`src/rtl/mem_read_arbiter.sv`:
```
// Round-robin arbiter sharing the read port of one asynchronous-read memory
// between two requesters. A grant registers the winner's address, the next
// edge captures the memory's combinational read data, and the winner then
// sees a one-cycle ack with the data on dataOut. At most one read per 3 cycles.
module mem_read_arbiter #(
    parameter int unsigned MEM_SIZE    = 256,
    parameter int unsigned DATA_LENGTH = 32,
    localparam int unsigned AW         = $clog2(MEM_SIZE)
) (
    input  logic                   clk,
    input  logic                   rst_b,
    input  logic                   req0,
    input  logic [AW-1:0]          addr0,
    input  logic                   req1,
    input  logic [AW-1:0]          addr1,
    output logic [AW-1:0]          memAddr,
    input  logic [DATA_LENGTH-1:0] memDataIn,
    output logic [DATA_LENGTH-1:0] dataOut,
    output logic                   ack0,
    output logic                   ack1,
    output logic                   busy
);

    typedef enum logic [1:0] {
        StIdle,
        StRead,
        StDone
    } state_e;

    state_e state_q;
    logic   owner_q;       // requester being served in READ/DONE
    logic   last_grant_q;  // requester served most recently (reset to 1 so 0 wins first)
    logic   grant1;

    // Winner selection: a lone requester wins; under contention the side not served last wins.
    always_comb begin
        grant1 = req1 & (~req0 | ~last_grant_q);
    end

    // Arbitration FSM with every output registered; reset aborts any access in flight.
    always_ff @(posedge clk or negedge rst_b) begin
        if (!rst_b) begin
            state_q      <= StIdle;
            memAddr      <= '0;
            dataOut      <= '0;
            ack0         <= 1'b0;
            ack1         <= 1'b0;
            busy         <= 1'b0;
            owner_q      <= 1'b0;
            last_grant_q <= 1'b1;
        end else begin
            case (state_q)
                StIdle: begin
                    if (req0 | req1) begin
                        owner_q <= grant1;
                        memAddr <= grant1 ? addr1 : addr0;
                        busy    <= 1'b1;
                        state_q <= StRead;
                    end
                end
                StRead: begin
                    // memAddr has been stable for a full cycle, so memDataIn has settled.
                    dataOut      <= memDataIn;
                    ack0         <= ~owner_q;
                    ack1         <= owner_q;
                    last_grant_q <= owner_q;
                    state_q      <= StDone;
                end
                StDone: begin
                    ack0    <= 1'b0;
                    ack1    <= 1'b0;
                    busy    <= 1'b0;
                    state_q <= StIdle;
                end
                default: begin
                    ack0    <= 1'b0;
                    ack1    <= 1'b0;
                    busy    <= 1'b0;
                    state_q <= StIdle;
                end
            endcase
        end
    end

endmodule

```
`config.mk`:
```
export PLATFORM = sky130hd
export DESIGN_NAME = mem_read_arbiter
export DESIGN_NICKNAME = d
export VERILOG_FILES = /design/src/rtl/mem_read_arbiter.sv
export SDC_FILE = /design/constraint.sdc
export NUM_CORES = 1
export LEC_CHECK = 0
export BUFFER_PORTS_ARGS = -buffer_cell sky130_fd_sc_hd__buf_2
export CORE_ASPECT_RATIO = 0.8
export CORE_MARGIN = 3
export CORE_UTILIZATION = 45
export DETAILED_ROUTE_END_ITERATION = 16
export MAX_ROUTING_LAYER = met4
export PLACE_DENSITY = 0.87
export SETUP_SLACK_MARGIN = 0.1
export SYNTH_ARGS = -nofsm -noshare
export SYNTH_HDL_FRONTEND = slang
export SYNTH_SLANG_ARGS = --single-unit
```
`constraint.sdc`:
```
create_clock -name clk -period 1.6 [get_ports clk]
set_input_delay 0.4 -clock clk [delete_from_list [all_inputs] [get_ports clk]]
set_output_delay 0.4 -clock clk [all_outputs]
set_load 0.02 [all_outputs]
```
==> summary.md, run 1 <==
| Metric | Value |
|---|---|
| Status | `finished clean` |
| Residual DRC | `0` |
| Max_slew headroom | `a little over four fifths` |
| Synthesized flop and latch total | `47` |
| Unrepaired setup endpoints after global routing | `true` |
| Worst-Margin Slew | `between 200 and 250 ps` |
| Largest net degree at the start of global routing | `48` |
| Final setup viols | `0` |
| Core Util, Final | `around two thirds` |
| Vias | `between 1k and 1.5k` |
| GP Congestion | `between 0.7 and 0.8` |
| Worst Setup Slack, final | `roughly 110 ps` |
| Hold-fix buffers, CTS | `0` |
| Core footprint | `between 3000 and 4000 um^2` |
| Htree depth | `2` |
| Leading cell type in the layout, fill and taps excluded | `buf_2` |
| Initial antenna violation count | `0` |
| Synth Area per Inst | `16.0 um^2` |
| Met2 Track Usage GR | `26.8%` |
| Vias in the first global route | `between 1k and 1.5k` |
| Die height | `roughly 64 um` |
| Setup Fix Bufs, Post-CTS | `0` |
| CP Launch Type | `flop` |
| Ant diodes | `0` |
| Final wirelength | `about 3800 um` |
| HPWL after detailed placement | `2910 um` |
| Crit end category | `flop` |
| Max IR drop VDD | `1.07 mV` |
| Minimum clock period after layout | `1490 ps` |
| Most frequent cells in the layout | `buf_2, dfrtp_1, mux2_2, mux2_4, clkbuf_8` |
| PwrDens | `between 2000 and 2500 nW/um^2` |
| Die Wd | `approximately 78 um` |
| Final hold slack | `around 75 ps` |
| Crit-path slowest cell | `dfstp_2` |
| Clock transition at path regs | `~80 ps` |
| Iter 0 DRT Violations | `60` |
| CTS buffer count | `5` |
| DIE AREA | `5010 um^2` |
| Post-synth cell types | `16` |
| Sequential area share after synthesis | `around 62%` |
| Syn. warnings | `0` |
| Worst stage delay on the critical path | `540 ps` |
| Setup CP Type | `flop to flop` |
| Hold Crit Class | `input pin to asynchronous set/reset pin` |
| Required time worst endpoint | `roughly 1800 ps` |
| Clk sinks | `47` |
| Global-route wire length before repair | `6220 um` |
| Gr usage total | `around 16%` |
| Area occupied by multi-input gates | `about 660 um^2` |
| FF+latch area | `between 1000 and 1500 um^2` |
| Worst Path Arrival | `around 1700 ps` |
| # rows | `20` |
| Worst-path cell chain | `a21bo_4 -> clkbuf_16 -> mux2_4 -> mux2_2` |
| Leak pwr | `~1.3 nW` |
| Detail Route Antenna Nets | `0` |
| Num ports | `95` |
| Pre-Repair DR Iteration Count | `4` |
| Met3 Usage GRT | `under 10%` |
| Fraction of layout cells with a size suffix above 1 | `70.5%` |
| Starting Density | `between 40% and 50%` |
| Drt wl/cell | `roughly 14 um` |
| CP max FO | `4` |
| Final setup skew | `~4.7 ps` |
| MaxCap Viol Count | `0` |
| Synthesized Nets | `between 150 and 200` |
| GR Util met1 | `around a fifth` |
| Gr busiest metal | `met2` |
| Post-Syn Area | `roughly 1900 um^2` |
| Clk Tree Root Cell | `clkbuf_8` |
| CTS Buffer Depth | `2` |
| Skew-Pair Late Insertion Delay | `290 ps` |
| Fin Setup TNS | `0 ps` |
| Area grow syn2layout | `36.4%` |
| # port buffers | `94` |
| Minimum setup slack after placement | `39.2 ps` |
| Final Total Pwr | `roughly 5.5 mW` |
| Drt via density | `4.67` |
| Fin crit share | `about 93%` |
| Layout Nets | `around 270` |
| Fill cell count | `309` |
| Grt ovf | `0` |
| Mapped Cells | `between 100 and 150` |
| CTS tree | `done` |
| Slew Limit Fails | `0` |
| Max Freq | `approximately 670 MHz` |
| Final hold vios | `0` |
-- sequential cells by signal, summed over array words and instances (netlist names) --
| signal | flops |
|---|---|
| memAddr | 8 |
| last_grant_q | 1 |
| dataOut | 32 |
| busy | 1 |
| owner_q | 1 |
| ack0 | 1 |
| ack1 | 1 |
| state_q | 2 |
-- kinds of logic (layout without fill, tap and decap cells) --
| family | count (synthesis) | in the layout | share of synthesized area [%] |
|---|---|---|---|
| AOI/OAI and AO/OA | 5 | 5 | 1.73 |
| muxes | 50 | 50 | 31.3 |
| buffers and inverters | 10 | 112 | 3.12 |
| DFF | 47 | 47 | 62.4 |
| and+or+nand+nor | 6 | 6 | 1.39 |
-- area by class of cell --
cell class | count | share of cell area (%)
clock buffer | 8 | 3.11
inverter | 4 | 0.584
multi-input combinational | 61 | 25.6
sequential | 47 | 45.8
tap | 55 | 2.68
timing repair buffer | 100 | 22.2
-- metrics by stage --
stage,instance area [um^2],std cells
floorplan,1890,118
finish,2570,275
CTS,2540,274
global placement,2460,266
global route,2570,275
detailed placement,2460,266
-- Yosys cell counts --
library cell  instances  area share [%]
dfrtp_1              46              61
mux2_2               40              24
mux2_4                8             6.4
inv_1                 4            0.80
buf_4                 3             1.2
nor2_1                3            0.60
o21ai_0               3            0.80
buf_2                 2            0.53
mux2i_1               2             1.1
a21bo_1               1            0.53
a21o_1                1            0.40
buf_6                 1            0.60
dfstp_2               1             1.4
nand2_1               1            0.20
nand2b_1              1            0.33
nor3_1                1            0.27
-- what timing repair did --
item                       in CTS  in global routing
cloned                          0                  1
setup endpoints to repair       1                  8
resized for setup               0                  3
-- report_power, final --
| part | internal, mW | switching [mW] |
|---|---|---|
| Sequential | 1.81 | 0.313 |
| Clock | 0.311 | 0.349 |
| Combinational | 1.28 | 1.43 |
-- critical path: cells and delay by family, from the launching register on --
kind,cells,cell delay [ps]
AOI/OAI and AO/OA,1,150
buffers and inverters,1,150
DFF,1,540
muxes,2,540
-- final timing paths --
check	startpoint	to	slack, ps	depth (start not counted)
min in group clk	memDataIn[9]	dataOut[9]	340	2
setup reg to reg	last_grant_q	memAddr[1]	110	4
hold / removal	rst_b	dataOut[11]	80	2
hold reg to reg	last_grant_q	last_grant_q	500	2
setup / recovery	last_grant_q	memAddr[1]	110	4
max in group asynchronous	rst_b	last_grant_q	1240	2
-- metal layers --
layer	up-vias	routed length, um
met5	-	0
met2	60	1880
met1	606	1590
met4	0	55
met3	10	307
li1	608	-
No activity file was read; power rests on OpenSTA's default activity.
==> inputs of run 2 (changes only) <==
Settings changed: RECOVER_POWER set to 25.
==> summary.md, run 2 (synthesis gave the netlist of run 1 again) <==
| Metric | Value |
|---|---|
| Status | `finished clean` |
| Worst setup path start | `last_grant_q` |
| Final hold vios | `0 (unchanged)` |
| Most frequent cells in the layout | `buf_2, dfrtp_1, mux2_2, mux2_4, clkbuf_8` |
| Largest register by flop count | `dataOut` |
| Drt via density | `4.67 (about the same)` |
| Fill cell count | `311 (+0.65%)` |
| Final setup skew | `4.79 ps (+0.139 ps)` |
| Area of placed instances | `2460 um^2 (unchanged)` |
| Slew Limit Fails | `0 (unchanged)` |
| Final hold slack | `339 ps (+264 ps)` |
| Die Wd | `78.4 um (unchanged)` |
| Min-delay src | `memDataIn[9]` |
| # rows | `20 (unchanged)` |
| Minimum setup slack after placement | `39.2 ps (unchanged)` |
| Gr usage total | `16.5% (unchanged)` |
| Leak pwr | `1.31 nW (-0.40%)` |
| Ant diodes | `0 (unchanged)` |
| Largest register FFs | `32 (unchanged)` |
| Num ports | `95 (unchanged)` |
| Fin Setup TNS | `0 ps (unchanged)` |
| Max Freq | `671 MHz (about the same)` |
| Starting Density | `48.3% (unchanged)` |
| Hold Crit Class | `input pin to flop` |
| Final wirelength | `3830 um (unchanged)` |
| Max_slew headroom | `26.0% (-58 points)` |
| Worst-path cell chain | `a21bo_4 -> clkbuf_16 -> mux2_4 -> mux2_2` |
| Area occupied by multi-input gates | `659 um^2 (unchanged)` |
| Pre-Repair DR Iteration Count | `4 (unchanged)` |
| Minimum clock period after layout | `1490 ps (+0.0250 ps)` |
| Drt wl/cell | `13.9 um (unchanged)` |
| # port buffers | `94 (unchanged)` |
| HPWL after detailed placement | `2910 um (unchanged)` |
| RR Startpoint | `last_grant_q` |
| CP max FO | `4 (unchanged)` |
| Area grow syn2layout | `35.6%` |
| Die height | `63.9 um (unchanged)` |
| Residual DRC | `0 (unchanged)` |
| GP Congestion | `0.723 (unchanged)` |
| Core footprint | `3900 um^2 (unchanged)` |
| Leading cell type in the layout, fill and taps excluded | `buf_2` |
| Crit end category | `flop` |
| Required time worst endpoint | `1780 ps (about the same)` |
| MaxCap Viol Count | `0 (unchanged)` |
| Clock transition at path regs | `80 ps (about the same)` |
| CP Launch Type | `flop` |
| Crit-path slowest cell | `dfstp_2` |
| Iter 0 DRT Violations | `60 (unchanged)` |
| Worst-Margin Slew | `1110 ps (+864 ps)` |
| Setup CP Type | `flop to flop` |
| CTS Buffer Depth | `2 (unchanged)` |
| Clk Tree Root Cell | `clkbuf_8` |
| Worst Path Arrival | `1660 ps (about the same)` |
| PwrDens | `2150 nW/um^2 (+0.49%)` |
| Max IR drop VDD | `1.07 mV (about the same)` |
| Fin crit share | `93.1% (about the same)` |
| CTS buffer count | `5 (unchanged)` |
| Worst Setup Slack, final | `111 ps (-0.0250 ps)` |
| Design area | `2560 um^2 (-0.58%)` |
| Initial antenna violation count | `0 (unchanged)` |
| Global-route wire length before repair | `6220 um (unchanged)` |
| Htree depth | `2 (unchanged)` |
| Largest net degree at the start of global routing | `48 (unchanged)` |
| Grt ovf | `0 (unchanged)` |
| DIE AREA | `5010 um^2 (unchanged)` |
| Final setup viols | `0 (unchanged)` |
| FF+latch area | `1180 um^2 (unchanged)` |
| Vias in the first global route | `1364 (unchanged)` |
| Detail Route Antenna Nets | `0 (unchanged)` |
| Clk sinks | `47 (unchanged)` |
| Largest regs | `dataOut: 32 flops, memAddr: 8 flops, state_q: 2 flops` |
| Vias | `1285 (+0.078%)` |
| Layout Nets | `271 (unchanged)` |
| Unrepaired setup endpoints after global routing | `true` |
| CTS tree | `done` |
| Fraction of layout cells with a size suffix above 1 | `70.5% (unchanged)` |
| Worst stage delay on the critical path | `540 ps (about the same)` |
| Skew-Pair Late Insertion Delay | `290 ps (about the same)` |
## run 2: cell count changes in the layout (fill, tap and decap cells not counted)
cell / delta
buf_12: -1
clkbuf_2: +1
## run 2: per-stage QoR
step / utilization, % / std cells / power, mW
2_1_floorplan: - / 118 / 3.94
3_3_place_gp: 62.9 / 266 / 4.76
3_5_place_dp: 62.9 / 266 / 4.85
4_1_cts: 65.0 / 274 / 5.52
5_1_grt: 65.5 / 275 / 5.86
6_report: 65.5 / 275 / 5.48
## run 2: path summary, 6_finish.rpt
check | to | slack (ps) | cells after the start
min in group asynchronous | dataOut[11] | 400 | 2
setup / recovery | memAddr[1] | 110 | 4
max in group asynchronous | dataOut[17] | 520 | 2
hold / removal | dataOut[9] | 340 | 2
hold reg to reg | last_grant_q | 500 | 2
setup reg to reg | memAddr[1] | 110 | 4
## run 2: final cells by class
type | count | area share, %
clock buffers | 8 | 3.13
inverters | 4 | 0.587
multi-input cells | 61 | 25.8
flip-flops and latches | 47 | 46.1
well taps | 55 | 2.69
repair buffers | 100 | 21.7
## run 2: per-layer routing
| layer | vias up | wire (um) | track usage [%] | part of all wire, % |
|---|---|---|---|---|
| met1 | 606 | 1580 | 19.4 | 41 |
| met5 | - | 0 | - | 0 |
| met4 | 0 | 55 | 5.90 | 1.4 |
| met2 | 60 | 1880 | 26.8 | 49 |
| met3 | 10 | 307 | 5.07 | 8.0 |
| li1 | 609 | - | - | - |
## run 2: timing repair
action | in CTS | in global routing
setup buffers | 0 | 0
resized for setup | 0 | 3
gates cloned | 0 | 1
setup endpoints to repair | 1 | 8
hold buffers | 0 | 0
## run 2: power breakdown
| group | leakage, nW | switching, mW | internal [mW] |
|---|---|---|---|
| Sequential | 0.550 | 0.313 | 1.81 |
| Clock | 0.0395 | 0.349 | 0.311 |
| Combinational | 0.718 | 1.43 | 1.28 |
| Total | 1.31 | 2.09 | 3.40 |
## run 2: worst max-delay path: cells and delay by family, from the launching register on
kind,cells,cell delay (ps)
buf+inv,1,150
flops,1,540
mux,2,540
compound gates,1,150
